$ cat config.mk
export PLATFORM = sky130hd
export DESIGN_NAME = transaction_sequencer_flat
export DESIGN_NICKNAME = d
export VERILOG_FILES = /design/src/rtl/transaction_sequencer_if.sv /design/src/rtl/transaction_sequencer.sv /design/src/flat_wrapper.sv
export SDC_FILE = /design/constraint.sdc
export NUM_CORES = 1
export LEC_CHECK = 0
export CORE_UTILIZATION = 30
export CTS_CLUSTER_DIAMETER = 200
export CTS_CLUSTER_SIZE = 25
export DETAILED_ROUTE_END_ITERATION = 8
export PLACE_DENSITY = 0.6
export SLEW_MARGIN = 15
export SYNTH_ARGS = -nofsm -noshare
export SYNTH_HDL_FRONTEND = slang
export SYNTH_SLANG_ARGS = --single-unit
$ cat constraint.sdc
create_clock -name clock -period 6.6 [get_ports clock]
set_input_delay 1.32 -clock clock [delete_from_list [all_inputs] [get_ports clock]]
set_output_delay 1.32 -clock clock [all_outputs]
set_load 0.01 [all_outputs]
$ cat src/rtl/transaction_sequencer_if.sv
// Request/status bundle between the game request logic and the transaction sequencer.
interface transaction_sequencer_if #(parameter int WIDTH = 8);
    logic             req_valid;
    logic             req_person;
    logic [WIDTH-1:0] req_amount;
    logic             req_ready;
    logic             busy;
    logic             done;
    logic             rejected;
    logic [WIDTH-1:0] p1_balance;
    logic [WIDTH-1:0] p2_balance;
    logic [7:0]       txn_count;

    modport master (
        output req_valid, req_person, req_amount,
        input  req_ready, busy, done, rejected, p1_balance, p2_balance, txn_count
    );
    modport slave (
        input  req_valid, req_person, req_amount,
        output req_ready, busy, done, rejected, p1_balance, p2_balance, txn_count
    );
endinterface

$ cat src/rtl/transaction_sequencer.sv
// Two-player coin-transfer sequencer: accept, check, atomically apply, report.
// Optional payee-overflow rejection is enabled by defining OVERFLOW_CHECK_EN.
module transaction_sequencer #(
    parameter int WIDTH        = 8,
    parameter int INIT_BALANCE = 100
) (
    input logic                    clock,
    input logic                    reset,
    transaction_sequencer_if.slave bus
);
    typedef enum logic [2:0] {IDLE, CHECK, APPLY, DONE, REJECT} state_t;

    localparam logic [WIDTH-1:0] INIT = WIDTH'(INIT_BALANCE);

    state_t           state, state_nxt;
    logic             person_q;
    logic [WIDTH-1:0] amount_q;
    logic [WIDTH-1:0] p1, p2;
    logic [7:0]       cnt;
    logic [WIDTH-1:0] payer, payee;
    logic             refuse;

    assign payer = person_q ? p2 : p1;
    assign payee = person_q ? p1 : p2;

`ifdef OVERFLOW_CHECK_EN
    logic [WIDTH:0] payee_sum;
    assign payee_sum = {1'b0, payee} + {1'b0, amount_q};
    assign refuse    = (amount_q == '0) || (amount_q > payer) || payee_sum[WIDTH];
`else
    assign refuse    = (amount_q == '0) || (amount_q > payer);
`endif

    always_ff @(posedge clock or posedge reset) begin
        if (reset) state <= IDLE;
        else       state <= state_nxt;
    end

    always_comb begin
        state_nxt = state;
        case (state)
            IDLE:    if (bus.req_valid) state_nxt = CHECK;
            CHECK:   state_nxt = refuse ? REJECT : APPLY;
            APPLY:   state_nxt = DONE;
            DONE:    state_nxt = IDLE;
            REJECT:  state_nxt = IDLE;
            default: state_nxt = IDLE;
        endcase
    end

    // Request latch and balances; both balances move on the APPLY exit edge.
    always_ff @(posedge clock or posedge reset) begin
        if (reset) begin
            person_q <= 1'b0;
            amount_q <= '0;
            p1       <= INIT;
            p2       <= INIT;
            cnt      <= '0;
        end else begin
            if (state == IDLE && bus.req_valid) begin
                person_q <= bus.req_person;
                amount_q <= bus.req_amount;
            end
            if (state == APPLY) begin
                if (person_q) begin
                    p2 <= p2 - amount_q;
                    p1 <= p1 + amount_q;
                end else begin
                    p1 <= p1 - amount_q;
                    p2 <= p2 + amount_q;
                end
                cnt <= cnt + 8'd1;
            end
        end
    end

    always_comb begin
        bus.req_ready = (state == IDLE);
        bus.busy      = (state != IDLE);
        bus.done      = (state == DONE);
        bus.rejected  = (state == REJECT);
    end

    assign bus.p1_balance = p1;
    assign bus.p2_balance = p2;
    assign bus.txn_count  = cnt;
endmodule

$ cat src/flat_wrapper.sv
// flat-port wrapper written by rule: the top's interface ports become plain ports
module transaction_sequencer_flat 
#(
    parameter int WIDTH        = 8,
    parameter int INIT_BALANCE = 100
)
  (clock, reset, bus_req_valid, bus_req_person, bus_req_amount, bus_req_ready, bus_busy, bus_done, bus_rejected, bus_p1_balance, bus_p2_balance, bus_txn_count);
  transaction_sequencer_if #(.WIDTH(WIDTH)) bus_i ();
  input logic clock;
  input logic reset;
  input wire logic [$bits(bus_i.req_valid)-1:0] bus_req_valid;
  input wire logic [$bits(bus_i.req_person)-1:0] bus_req_person;
  input wire logic [$bits(bus_i.req_amount)-1:0] bus_req_amount;
  output wire logic [$bits(bus_i.req_ready)-1:0] bus_req_ready;
  output wire logic [$bits(bus_i.busy)-1:0] bus_busy;
  output wire logic [$bits(bus_i.done)-1:0] bus_done;
  output wire logic [$bits(bus_i.rejected)-1:0] bus_rejected;
  output wire logic [$bits(bus_i.p1_balance)-1:0] bus_p1_balance;
  output wire logic [$bits(bus_i.p2_balance)-1:0] bus_p2_balance;
  output wire logic [$bits(bus_i.txn_count)-1:0] bus_txn_count;
  assign bus_i.req_valid = bus_req_valid;
  assign bus_i.req_person = bus_req_person;
  assign bus_i.req_amount = bus_req_amount;
  assign bus_req_ready = bus_i.req_ready;
  assign bus_busy = bus_i.busy;
  assign bus_done = bus_i.done;
  assign bus_rejected = bus_i.rejected;
  assign bus_p1_balance = bus_i.p1_balance;
  assign bus_p2_balance = bus_i.p2_balance;
  assign bus_txn_count = bus_i.txn_count;
  transaction_sequencer #(.WIDTH(WIDTH), .INIT_BALANCE(INIT_BALANCE)) u_core (.clock(clock), .reset(reset), .bus(bus_i));
endmodule
; Yosys cells after proc, flatten, opt, wreduce, memory -nomap -nowiden
; Cells that the tools add are included.
[totals]
ff_bits = 36
out_inout_bits = 28
word_cells = 28
[op_classes]
n_addsub = 5
magnitude_cmp = 1
n_eq_ne = 5
n_mux = 6
reduce_logical = 5
[op_table]
columns = op, count
row1 = $mux W8, 3
row2 = $add A8 B8 Y8, 2
row3 = $sub A8 B8 Y8, 2
row4 = $pmux W3 S3, 1
row5 = $add A8 B1 Y8 const B, 1
row6 = $gt A8 B8 Y1, 1
row7 = $logic_not A8 Y1, 1
row8 = $eq A3 B2 Y1 const B, 2
row9 = $mux W3, 2
row10 = $eq A3 B1 Y1 const B, 1
row11 = $eq A3 B3 Y1 const B, 1
row12 = $logic_not A3 Y1, 1
row13 = $reduce_bool A3 Y1, 1
row14 = $ne A2 B2 Y1 const B, 1
row15 = $logic_and A1 B1 Y1, 1
row16 = $logic_or A1 B1 Y1, 1

; Depth between registers and ports, before layout
[depth]
depth_word = 5
mapped_depth = 11
depth_no_buf = 11

; Worst setup path after synthesis
; Ideal clock, no wire load.
[synth_path]
kind = reg2reg
from = register u_core.person_q
to = register u_core.p1[7] (netlist: u_core.bus.p1_balance[7])
setup_time_ps = 139
arrival_time_ps = 2734
path_slack_ps = 3727
path_stages_with_launch = 11
n_path_buf = 2
period_less_slack_ps = 2873
cell_sequence = dfrtp_1 > clkbuf_1 > clkbuf_1 > nor2_1 > xor2_1 > ha_1 > o21ai_1 > o21bai_1 > o211a_1 > mux2_1 > or4b_1
[synth_via]
elab_chain_cells = 1
[synth_lines]
columns = element, line
row1 = "start, declared", transaction_sequencer.sv:16  ; logic person_q;
row2 = "start signal, assigned", transaction_sequencer.sv:61  ; person_q <= bus.req_person;
row3 = $mux W8, transaction_sequencer.sv:65  ; if (person_q) begin
row4 = "end signal, assigned", transaction_sequencer.sv:67  ; p1 <= p1 + amount_q;
row5 = "end signal, assigned", transaction_sequencer.sv:69  ; p1 <= p1 - amount_q;
row6 = "end, declared", transaction_sequencer.sv:18  ; logic [WIDTH-1:0] p1, p2;
; No other way between the ends.
; A chain may end at the register's enable or synchronous reset.

; Worst setup path in the final report
; Same ends and word-level chain as after synthesis.

==> qor.csv <==
stage,metric,value,unit
floorplan,core area,8180,µm²
route,DR pass1 iterations,4,
timing,final setup fails,0,
timing,slew margin rel.,38.4,%
run_status,outcome,"finished, final reports clean",
floorplan,cell row count,33,
synthesis,"Top FF cell, synth",dfrtp_1,
route,via/cell ratio,5.06,
clocking,Post-CTS Resized,0,
timing,RSZ-0062 raised after global routing,no,
timing,Clock Skews,0.00935,ns
layout,share of cells above drive strength 1,9.97,%
route,Initial DRC Count,73,
layout,Inserted Diodes,0,
layout,register area,908,µm²
clocking,Max clock buf depth,2,
synthesis,post-synthesis mux area share,8.06,%
clocking,CTS root buffer,clkbuf_8,
route,final wirelength,5830,µm
route,antenna-violating nets left,0,
synthesis,Mapped Cells,259,
grt,initial antenna violation count,0,
setup_path,RR Startpoint,u_core.person_q,
setup_path,"Max FO, Critical Path",16,
clocking,Worst-Skew Late Latency,0.30,ns
timing,FMAX,317,MHz
setup_path,Setup crit start,u_core.person_q,
route,# DRC,0,
timing,Final Critical Period,3.16,ns
synthesis,post-synthesis sequential area ratio,36.1,%
grt,global-route wire length before repair,10000,µm
timing,Final Hold Fails,0,
setup_path,biggest cell delay along the critical path,0.82,ns
synthesis,Synth Area in Simple Gates,16.7,%
layout,fin nets,338,
layout,area of the multi-input gates,1520,µm²
floorplan,io pins,40,
clocking,clock buffer count from CTS,5,
synthesis,synthesized flop and latch total,36,
synthesis,xor and xnor area share after synthesis,6.97,%
route,routed length per instance,14.4,µm
timing,period utilization,47.8,%
grt,vias in the first global route,2068,
synthesis,Post-synth ARST share,100,%
floorplan,die width,93.6,µm
route,via count,2054,
layout,Util after Layout,38.4,%
synthesis,Ys Warns,0,
grt,largest net degree at the start of global routing,37,
timing,final total negative setup slack,0,ns
grt,Total GRT Usage,14.8,%
clocking,CTS H-tree lvls,2,
synthesis,Syn Area/Cell,9.71,µm²
placed_design,gpl congestion,0.811,
setup_path,Worst EP required,6.77,ns
setup_path,critical path launch point type,register,
grt,total gr overflow,0,
synthesis,Post-synth EDFFs,0,
placed_design,Final HPWL DP,4450,µm
layout,"Area growth, synth to finish",24.7,%
min_path,HP Class,register to register,
setup_path,crit path capture type,register,
synthesis,Post-Synthesis Cell Area,2510,µm²
floorplan,Die ar.,8750,µm²
synthesis,largest family of logic cells by synthesized area,simple AND/OR/NAND/NOR gates,
timing,Max Slew Vio Count,0,
flow_run,max-cap violations,0,
min_path,hold_sp,u_core.bus.txn_count[7],
synthesis,post-synthesis adder-cell area fraction,13.5,%
clocking,Clock Sinks,36,
placed_design,PortBufs,39,
clocking,clock-pin slew of the registers on the worst-case setup and hold paths,0.08,ns
floorplan,initial core utilization,30.8,%
synthesis,Post-Syn Nets,297,
setup_path,WS Path Type,register to register,
clocking,Post-CTS Setup Bufs,0,
timing,worst slew pin tran,0.921,ns
clocking,TritonCTS clock tree,built,
setup_path,Critical Path Slowest Stage Cell,dfrtp_1,
setup_path,Worst EP arrival,3.33,ns
setup_path,worst path cell trace,mux2_2 -> ha_1 -> a211oi_1 -> o21bai_1 -> o211a_1 -> mux2_1 -> or4b_1,
layout,# fillers,835,
timing,worst hold margin,0.474,ns
clocking,CTS Hold Bufs,0,
floorplan,chip height,93.6,µm
synthesis,compound-cell area share of the yosys netlist,15.0,%
synthesis,Yosys cell types,53,
metrics by stage:
step / instances / setup WS [ns] / area (µm²)
final: 406 / 3.44 / 3140
after global routing: 406 / 3.25 / 3140
after CTS: 406 / 3.47 / 3140
after detailed placement: 398 / 3.49 / 3020
after global placement: 398 / 3.55 / 3020
after floorplan: 259 / 3.73 / 2510
layer usage:
metal	routed length, µm	GRT usage (%)	vias up
met4	98	4.62	0
met2	2760	25.0	41
met3	214	3.17	10
met5	0	0	-
li1	-	-	1017
met1	2760	18.7	986
final cells by class:
type                            count  area share, %
Multi-Input combinational cell    199           48.3
Timing Repair Buffer               41           12.9
Clock buffer                        5           2.19
Sequential cell                    36           29.0
Tap cell                          105           4.19
Clock inverter                      3           1.36
Inverter                           17           2.04
synthesized netlist by cell type (4+ instances only):
master,count,area [µm²]
and3_1,4,25.0
nor3_1,8,40.0
nor2_1,10,37.5
ha_1,24,300
o21a_1,5,37.5
mux2i_1,9,90.1
xor2_1,9,78.8
inv_1,16,60.1
xnor2_1,11,96.3
nand4_1,5,31.3
o21ai_0,9,45.0
clkbuf_1,5,18.8
a21oi_1,11,55.1
a21o_1,6,45.0
dfstp_2,6,158
mux2_2,9,101
nor3b_1,4,30.0
nand2_1,29,109
dfrtp_1,30,751
critical path: cells and delay by family, from the launching register on:
| family | cells | cell delay [ns] |
|---|---|---|
| flops | 1 | 0.82 |
| mux | 2 | 0.72 |
| compound gates | 3 | 0.67 |
| simple gates | 1 | 0.51 |
| fa+ha+maj | 1 | 0.30 |
kinds of logic after synthesis:
family / after synthesis
buffers and inverters: 24
adder cells (fa/ha/maj): 26
flip-flops: 36
multiplexers: 19
XOR/XNOR: 20
AND/OR/NAND/NOR: 79
AO/OA/AOI/OAI: 55
final timing paths:
| check | endpoint | slack [ns] | cells after the start |
|---|---|---|---|
| max in group asynchronous | u_core.bus.p2_balance[6] | 4.82 | 3 |
| worst min-delay path | u_core.bus.txn_count[7] | 0.47 | 1 |
| worst max register to register | u_core.bus.p1_balance[7] | 3.44 | 7 |
| worst min register to register | u_core.bus.txn_count[7] | 0.47 | 1 |
| min in group asynchronous | u_core.amount_q[3] | 1.43 | 3 |
| worst max-delay path | u_core.bus.p1_balance[7] | 3.44 | 7 |
flip-flops by register name (all words and copies together), names as in the netlist:
register,count
u_core.person_q,1
u_core.bus.txn_count,8
u_core.state,3
u_core.amount_q,8
u_core.bus.p2_balance,8
u_core.bus.p1_balance,8
placed cells by master, fill, tap and decap left out, types with 2 or more instances in the layout:
| master | netlist | layout |
|---|---|---|
| a21oi_1 | 11 | 11 |
| o21bai_1 | 3 | 3 |
| a21o_1 | 6 | 6 |
| xor2_1 | 9 | 9 |
| fa_1 | 2 | 2 |
| a31oi_1 | 2 | 2 |
| and3_1 | 4 | 4 |
| ha_1 | 24 | 24 |
| o211a_1 | 2 | 2 |
| nand4_1 | 5 | 5 |
| or3_1 | 2 | 2 |
| xnor2_1 | 11 | 11 |
| clkdlybuf4s50_1 | 0 | 39 |
| buf_4 | 0 | 2 |
| clkbuf_8 | 0 | 5 |
| nand2_1 | 29 | 29 |
| o211ai_1 | 3 | 3 |
| o21a_1 | 5 | 5 |
| mux2_2 | 9 | 9 |
| o31ai_1 | 3 | 3 |
| mux2i_1 | 9 | 9 |
| dfstp_2 | 6 | 6 |
| nand3b_1 | 2 | 2 |
| o21ai_0 | 9 | 9 |
| inv_1 | 16 | 16 |
| nor3_1 | 8 | 8 |
| nand3_1 | 3 | 3 |
| a211oi_1 | 3 | 3 |
| nor2_1 | 10 | 10 |
| nor3b_1 | 4 | 4 |
| dfrtp_1 | 30 | 30 |
Power is not shown: default switching activity piles up to over one toggle a cycle in this logic, so the estimate is an artifact.
